[src/rtl/stopwatch_controller.sv]
// Stopwatch controller: synchronises the 100 Hz reference and buttons, debounces presses,
// runs an IDLE/RUN/STOP/LAP machine and keeps a BCD mm:ss.cc time with lap freeze.
module stopwatch_controller #(
  parameter int DEBOUNCE_TICKS = 2
) (
  input  logic       CLK_50_MHz,
  input  logic       reset_n,
  input  logic       CLK_100Hz,
  input  logic       start_stop_n,
  input  logic       lap_n,
  input  logic       clear_n,
  output logic [7:0] time_cs,
  output logic [7:0] time_s,
  output logic [7:0] time_m,
  output logic       running,
  output logic       lap_hold,
  output logic       overflow
);

  typedef enum logic [1:0] {IDLE, RUN, STOP, LAP} state_t;

  localparam logic [3:0] DB_LIMIT = 4'(DEBOUNCE_TICKS);

  logic [1:0] clk_sync;
  logic       clk_prev;
  logic [2:0] btn_meta, btn_sync;
  logic       tick;
  logic [2:0] db_level, press;
  logic [3:0] db_cnt [3];
  state_t     state, next_state;
  logic       start_evt, lap_evt, clear_evt;
  logic       clear_accept, lap_capture, counting;
  logic [7:0] live_cs, live_s, live_m;
  logic [7:0] latch_cs, latch_s, latch_m;
  logic [8:0] cs_inc, s_inc, m_inc;
  logic [23:0] disp_d;
  logic       running_d, lap_hold_d;

  // Bit 8 of the result is the carry out when the field rolls over from top to 00.
  function automatic logic [8:0] bcd_inc(input logic [7:0] v, input logic [7:0] top);
    if (v == top)
      bcd_inc = 9'h100;
    else if (v[3:0] == 4'd9)
      bcd_inc = {1'b0, v[7:4] + 4'd1, 4'd0};
    else
      bcd_inc = {1'b0, v[7:4], v[3:0] + 4'd1};
  endfunction

  always_ff @(posedge CLK_50_MHz or negedge reset_n) begin
    if (!reset_n) begin
      clk_sync <= '0;
      clk_prev <= 1'b0;
      btn_meta <= '1;
      btn_sync <= '1;
    end else begin
      clk_sync <= {clk_sync[0], CLK_100Hz};
      clk_prev <= clk_sync[1];
      btn_meta <= {clear_n, lap_n, start_stop_n};
      btn_sync <= btn_meta;
    end
  end

  assign tick = clk_sync[1] & ~clk_prev;

  // A sample that agrees with the accepted level restarts the run of disagreeing samples.
  always_ff @(posedge CLK_50_MHz or negedge reset_n) begin
    if (!reset_n) begin
      db_level <= '1;
      press    <= '0;
      for (int i = 0; i < 3; i++) db_cnt[i] <= '0;
    end else begin
      press <= '0;
      if (tick) begin
        for (int i = 0; i < 3; i++) begin
          if (btn_sync[i] == db_level[i]) begin
            db_cnt[i] <= '0;
          end else if (db_cnt[i] + 4'd1 == DB_LIMIT) begin
            db_level[i] <= btn_sync[i];
            db_cnt[i]   <= '0;
            press[i]    <= ~btn_sync[i];
          end else begin
            db_cnt[i] <= db_cnt[i] + 4'd1;
          end
        end
      end
    end
  end

  assign start_evt    = press[0];
  assign lap_evt      = press[1];
  assign clear_evt    = press[2];
  assign clear_accept = (state == STOP) && clear_evt;
  assign lap_capture  = (state == RUN) && lap_evt && !start_evt;
  assign counting     = tick && ((state == RUN) || (state == LAP));

  always_ff @(posedge CLK_50_MHz or negedge reset_n) begin
    if (!reset_n) state <= IDLE;
    else          state <= next_state;
  end

  // Clear outranks start, start outranks lap; events a state ignores fall through.
  always_comb begin
    next_state = state;
    case (state)
      IDLE: if (start_evt) next_state = RUN;
      RUN: begin
        if (start_evt)    next_state = STOP;
        else if (lap_evt) next_state = LAP;
      end
      LAP: begin
        if (start_evt)    next_state = STOP;
        else if (lap_evt) next_state = RUN;
      end
      STOP: begin
        if (clear_evt)      next_state = IDLE;
        else if (start_evt) next_state = RUN;
      end
      default: next_state = IDLE;
    endcase
  end

  always_comb begin
    running_d  = (state == RUN) || (state == LAP);
    lap_hold_d = (state == LAP);
    disp_d     = (state == LAP) ? {latch_m, latch_s, latch_cs} : {live_m, live_s, live_cs};
  end

  always_ff @(posedge CLK_50_MHz or negedge reset_n) begin
    if (!reset_n) begin
      running  <= 1'b0;
      lap_hold <= 1'b0;
      time_m   <= '0;
      time_s   <= '0;
      time_cs  <= '0;
    end else begin
      running  <= running_d;
      lap_hold <= lap_hold_d;
      {time_m, time_s, time_cs} <= disp_d;
    end
  end

  assign cs_inc = bcd_inc(live_cs, 8'h99);
  assign s_inc  = bcd_inc(live_s, 8'h59);
  assign m_inc  = bcd_inc(live_m, 8'h59);

  // Minutes rolling past 59 marks the sticky overflow but the count keeps going.
  always_ff @(posedge CLK_50_MHz or negedge reset_n) begin
    if (!reset_n) begin
      {live_m, live_s, live_cs}    <= '0;
      {latch_m, latch_s, latch_cs} <= '0;
      overflow                     <= 1'b0;
    end else if (clear_accept) begin
      {live_m, live_s, live_cs}    <= '0;
      {latch_m, latch_s, latch_cs} <= '0;
      overflow                     <= 1'b0;
    end else begin
      if (counting) begin
        live_cs <= cs_inc[7:0];
        if (cs_inc[8]) begin
          live_s <= s_inc[7:0];
          if (s_inc[8]) begin
            live_m <= m_inc[7:0];
            if (m_inc[8]) overflow <= 1'b1;
          end
        end
      end
      if (lap_capture) {latch_m, latch_s, latch_cs} <= {live_m, live_s, live_cs};
    end
  end

endmodule

[config.mk]
export PLATFORM = sky130hd
export DESIGN_NAME = stopwatch_controller
export DESIGN_NICKNAME = d
export VERILOG_FILES = /design/src/rtl/stopwatch_controller.sv
export SDC_FILE = /design/constraint.sdc
export NUM_CORES = 1
export LEC_CHECK = 0
export ABC_AREA = 0
export CORE_UTILIZATION = 59
export CTS_CLUSTER_SIZE = 20
export DETAILED_ROUTE_END_ITERATION = 12
export DONT_BUFFER_PORTS = 1
export GPL_ROUTABILITY_DRIVEN = 0
export PLACE_DENSITY_LB_ADDON = 0.15
export SYNTH_ARGS = -nofsm -noshare
export SYNTH_HDL_FRONTEND = slang
export SYNTH_SLANG_ARGS = --single-unit
[constraint.sdc]
create_clock -name CLK_50_MHz -period 2.5 [get_ports CLK_50_MHz]
set_clock_uncertainty 0.05 [all_clocks]
set_input_delay 0.25 -clock CLK_50_MHz [delete_from_list [all_inputs] [get_ports CLK_50_MHz]]
set_output_delay 0.25 -clock CLK_50_MHz [all_outputs]
set_load 0.01 [all_outputs]
; ---- After elaboration in Yosys (flattened, before gate mapping)
; Cells that the tools add are included.
[totals]
elab_cells = 133
inputBits = 6
out_inout_bits = 27
register_bits = 104
[op_classes]
n_bitwise = 8
n_reduce_logical = 25
add_sub_neg = 9
n_eq_ne = 17
mux = 47
[op_table]
columns = cell, n
row1 = two-way mux 8 bit, 18
row2 = adder 4 x 1 -> 4 bit (second input constant), 9
row3 = two-way mux 9 bit, 3
row4 = two-way mux 24 bit, 1
row5 = two-way mux 4 bit, 6
row6 = equality test 8 x 7 -> 1 bit (second input constant), 2
row7 = AND reduction 3 bit, 5
row8 = equality test 4 x 2 -> 1 bit (second input constant), 3
row9 = equality test 4 bit (second input constant), 3
row10 = two-way mux 2 bit, 6
row11 = two-way mux 1 bit, 11
row12 = nonzero test 2 bit, 5
row13 = nonzero test 3 bit, 3
row14 = equality test 8 bit (second input constant), 1
row15 = case mux 2 bit (4 select lines), 1
row16 = AND reduction 4 bit, 2
row17 = NOT 1 bit, 7
row18 = inequality test 3 bit (second input constant), 2
row19 = AND reduction 2 bit, 3
row20 = equality test 2 bit (second input constant), 2
row21 = logical AND 1 bit, 4
row22 = equality test 1 bit, 3
row23 = two-way mux 3 bit, 1
row24 = equality test 2 x 1 -> 1 bit (second input constant), 1
row25 = other kinds (4), 4

; ---- Logic depth before layout (Yosys ltp)
; Gate-level depths: netlist of run 1.
[depth]
depth_word = 8
mapped_depth = 9

; ---- Worst setup path after synthesis of run 1
; Ideal clock, no wire load.
[synth_timing]
kind = flip-flop to flip-flop
startpoint = reg live_cs[5]
endpoint = reg live_m[0]
arrival_ns = 1.748
setup_slack_ns = 0.624
t_required_ns = 2.373
path_stages_with_launch = 9
synth_period_minus_slack_ns = 1.876
path_cell_list = dfrtp_1 > inv_1 > ha_1 > and3b_1 > buf_6 > nand4_4 > buf_6 > or4_1 > a21oi_1
[synth_via]
elab_chain_len = 4
[synth_rtl]
columns = element, line_no
row1 = "start, declared", 33  ; logic [7:0] live_cs, live_s, live_m;
row2 = "start signal, assigned", 158  ; live_cs <= cs_inc[7:0];
row3 = equality test 8 bit, 41  ; if (v == top)
row4 = two-way mux 9 bit, 41
row5 = nonzero test 2 bit (no source line), -
row6 = AND reduction 3 bit (no source line), -
row7 = "end signal, assigned", 162  ; live_m <= m_inc[7:0];
row8 = "end, declared", 33
; No other way between the ends.
; A chain may end at the register's enable or synchronous reset.

; ---- Worst setup path after layout of run 1
[layout_timing]
startpoint = reg live_s[1]
endpoint = reg live_m[0]
[layout_via]
elab_chain_len = 4
[layout_rtl]
columns = element, line_no
row1 = "start, declared", 33
row2 = "start signal, assigned", 160  ; live_s <= s_inc[7:0];
row3 = equality test 8 x 7 -> 1 bit, 41
row4 = two-way mux 9 bit, 41
row5 = nonzero test 2 bit (no source line), -
row6 = AND reduction 3 bit (no source line), -
; No other way between the ends.

==> results by group, run 1 <==
Pwr
  • Power per cell area: 710 mW/mm²
  • Total power: 0.00351 W
  • Leakage power: 2.28 nW
  • VDD IR max: 0.586 mV

Floorplanning
  • Die width: 90.9 µm
  • Core ar.: 0.00769 mm²
  • Initial core utilization: 0.606
  • Die H: 90.9 µm
  • # IOs: 33
  • Die ar.: 0.00826 mm²
  • Row count: 32

Logic synthesis
  • Mapped Cells: 399
  • Synth cell types: 46
  • Mapped Area: 0.00466 mm²
  • Post-synth ARST share: 1.00
  • Share of the synthesized area in the top cell type: 0.510
  • Avg Cell Area, Syn: 11.7 µm²
  • Yosys warns: 0
  • Primary FF master, synth: dfrtp_1
  • FF+latch count, synth: 104
  • Syn nets: 423
  • Cell taking the most area after synthesis: dfrtp_1
  • Post-synthesis sequential area ratio: 0.561
  • Ranking of synthesized cells by area: dfrtp_1, dfstp_2, mux2_2
  • Post-synth EDFFs: 0

Timing
  • Fin Hold WS: -0.480 ns
  • Least-Margin Pin Slew: 0.567 ns
  • Final TNS setup: 0 ns
  • Max Clock Freq: 0.465 GHz
  • Period utilization: 0.861
  • Final Slew Violations: 0
  • RSZ-0062 raised after global routing: false
  • Post-layout min period: 2.15 ns
  • Slew headroom: 0.621
  • # setup viols final: 0
  • Hold Vio Cnt, Final: 104

Layout
  • Fraction of layout cells with a size suffix above 1: 0.152
  • Synth-to-Final Area Change: 6.07%
  • Final #Nets: 427
  • Post-route insts no fill: 510
  • Diode count: 0
  • Leading cell type in the layout, fill and taps excluded: dfrtp_1
  • Layout Utilization: 0.643
  • Most frequent cells in the layout: dfrtp_1, o21ai_0, nand2_1

Routing
  • Drt initial violations: 196
  • Routed vias/inst: 5.94
  • Routed Antenna Nets: 0
  • DR vias: 3029
  • Routed WL per cell: 16.6 µm
  • Number of optimization iterations in the first detailed-route pass: 4
  • DRC: 0
  • Final WL: 8480 µm

GRT
  • Vias in the first global route: 3014
  • Initial antenna violation count: 0
  • Largest net degree at the start of global routing: 105
  • Grt ovf: 0
  • First-pass GRT wire length: 14500 µm
  • Gr usage total: 0.225

Setup path
  • R2R Path Start: live_s[1]
  • Critical path required time: 2.73 ns
  • Kind of critical path: flop to flop
  • Startpoint Class: flop
  • Crit. End Element: flop
  • Worst r2r dst: live_m[0]
  • Critical Path AT: 2.38 ns
  • Worst reg-to-reg path cell count: 6
  • Critical path's largest stage delay: 0.58 ns
  • CP Cell Sequence: inv_1, ha_1, and3b_1, nand4_4, or4_1, a21oi_1
  • Maximum fanout along the worst path: 21
  • Max stage delay cell, worst path: or4_1
  • Worst reg2reg setup slack: 0.35 ns

Placed design
  • I/O Buffers: 0
  • DPL Wire Length: 5490 µm
  • Placed cells: 490

Job
  • Max Cap Viol: 0

Status
  • Status: complete, but fails checks
  • Failing checks: hold timing

Clock tree
  • Root buf cell: clkbuf_8
  • Reg clk slew, reported paths: 0.09 ns
  • Clock Sinks: 104
  • Max clock buf depth: 2
  • Clock Latency Late Sink: 0.36 ns
  • Post-CTS Setup Bufs: 0
  • CTS tree: built
  • H-tree Lvls: 3
  • CTS Hold Buffers Added: 4
  • Post-cts sizing count: 0
  • CTS Buf Count: 9

Hold path
  • Worst min path class: input pin to async pin
==> metal layers <==
layer,up-vias,wire length [µm],GRT usage
met5,-,0,0
met4,0,127,0.0873
met3,12,327,0.0547
met2,71,4260,0.370
met1,1502,3760,0.289
li1,1444,-,-
==> per-stage QoR <==
step | cell area [µm²] | worst slack (ns)
after floorplan | 4660 | 0.624
after global placement | 4720 | 0.486
after detailed placement | 4720 | 0.400
after CTS | 4940 | 0.381
after global routing | 4940 | 0.214
final | 4940 | 0.348
==> state kept, by name (all words and copies together), names as in the netlist, 8 cells and up <==
register and cells:
db_cnt 12, latch_cs 8, latch_m 8, latch_s 8, live_cs 8, live_m 8
live_s 8, time_cs 8, time_m 8, time_s 8
==> kinds of logic (layout without fill, tap and decap cells) <==
| family | after synthesis | in the layout | share of synthesized area |
|---|---|---|---|
| buf+inv | 30 | 39 | 0.0373 |
| compound gates | 91 | 91 | 0.129 |
| mux | 26 | 26 | 0.0615 |
| flops | 104 | 104 | 0.561 |
| fa+ha+maj | 18 | 18 | 0.0483 |
| xor+xnor | 5 | 5 | 0.00939 |
| simple gates | 125 | 125 | 0.154 |
==> final cells by class <==
cell class | instances | area [µm²]
clock buffers | 13 | 139
clock inverters | 3 | 45.0
fillers | 627 | 2740
inverters | 10 | 37.5
multi-input cells | 265 | 1870
flip-flops and latches | 104 | 2610
well taps | 102 | 128
repair buffers | 13 | 108
==> worst max-delay path: cells and delay by family (launching register included) <==
family,cells,cell delay [ns]
buffers and inverters,1,0.09
adder cells (fa/ha/maj),1,0.15
AO/OA/AOI/OAI,1,0.16
flip-flops,1,0.43
AND/OR/NAND/NOR,3,1.19
==> worst max-delay path by stage <==
stage,from,endpoint,slack (ns),cells after the start
2_1_floorplan,live_cs[5],live_m[0],0.62,8
3_5_place_dp,live_s[1],live_m[2],0.40,6
5_1_grt,live_s[1],live_m[5],0.21,6
4_1_cts,live_s[1],live_m[5],0.38,6
3_3_place_gp,live_s[1],live_m[0],0.49,6
6_report,live_s[1],live_m[0],0.35,6
==> cell usage after synthesis (all sizes together), types with 2 or more instances <==
cell	count
nand4	3
xnor2	5
and3b	10
and2	4
inv	10
nand2b	7
o31ai	7
nor2b	7
mux2i	5
nor3b	3
nor3	6
buf	9
nand2	29
ha	18
a21bo	2
nand3b	6
a21oi	19
mux2	21
nor2	18
dfrtp	95
or4	8
and3	2
or3	4
nand3	11
nor4	4
dfstp	9
a22o	23
o41ai	2
a41o	2
clkbuf	11
o21ai	32
==> report_power, final <==
| group | internal [W] | total (W) | switching, W |
|---|---|---|---|
| clock network | 0.000465 | 0.00100 | 0.000539 |
| registers | 0.00186 | 0.00206 | 0.000199 |
| logic | 0.000229 | 0.000449 | 0.000221 |
Power figures use the tool's default switching activity.
==> run 2: changes to the inputs <==
Settings changed: SKIP_LAST_GASP set to 1, TNS_END_PERCENT set to 5.
==> results of run 2 <==
Final layout, timing and power as in run 1 (identical DEF).
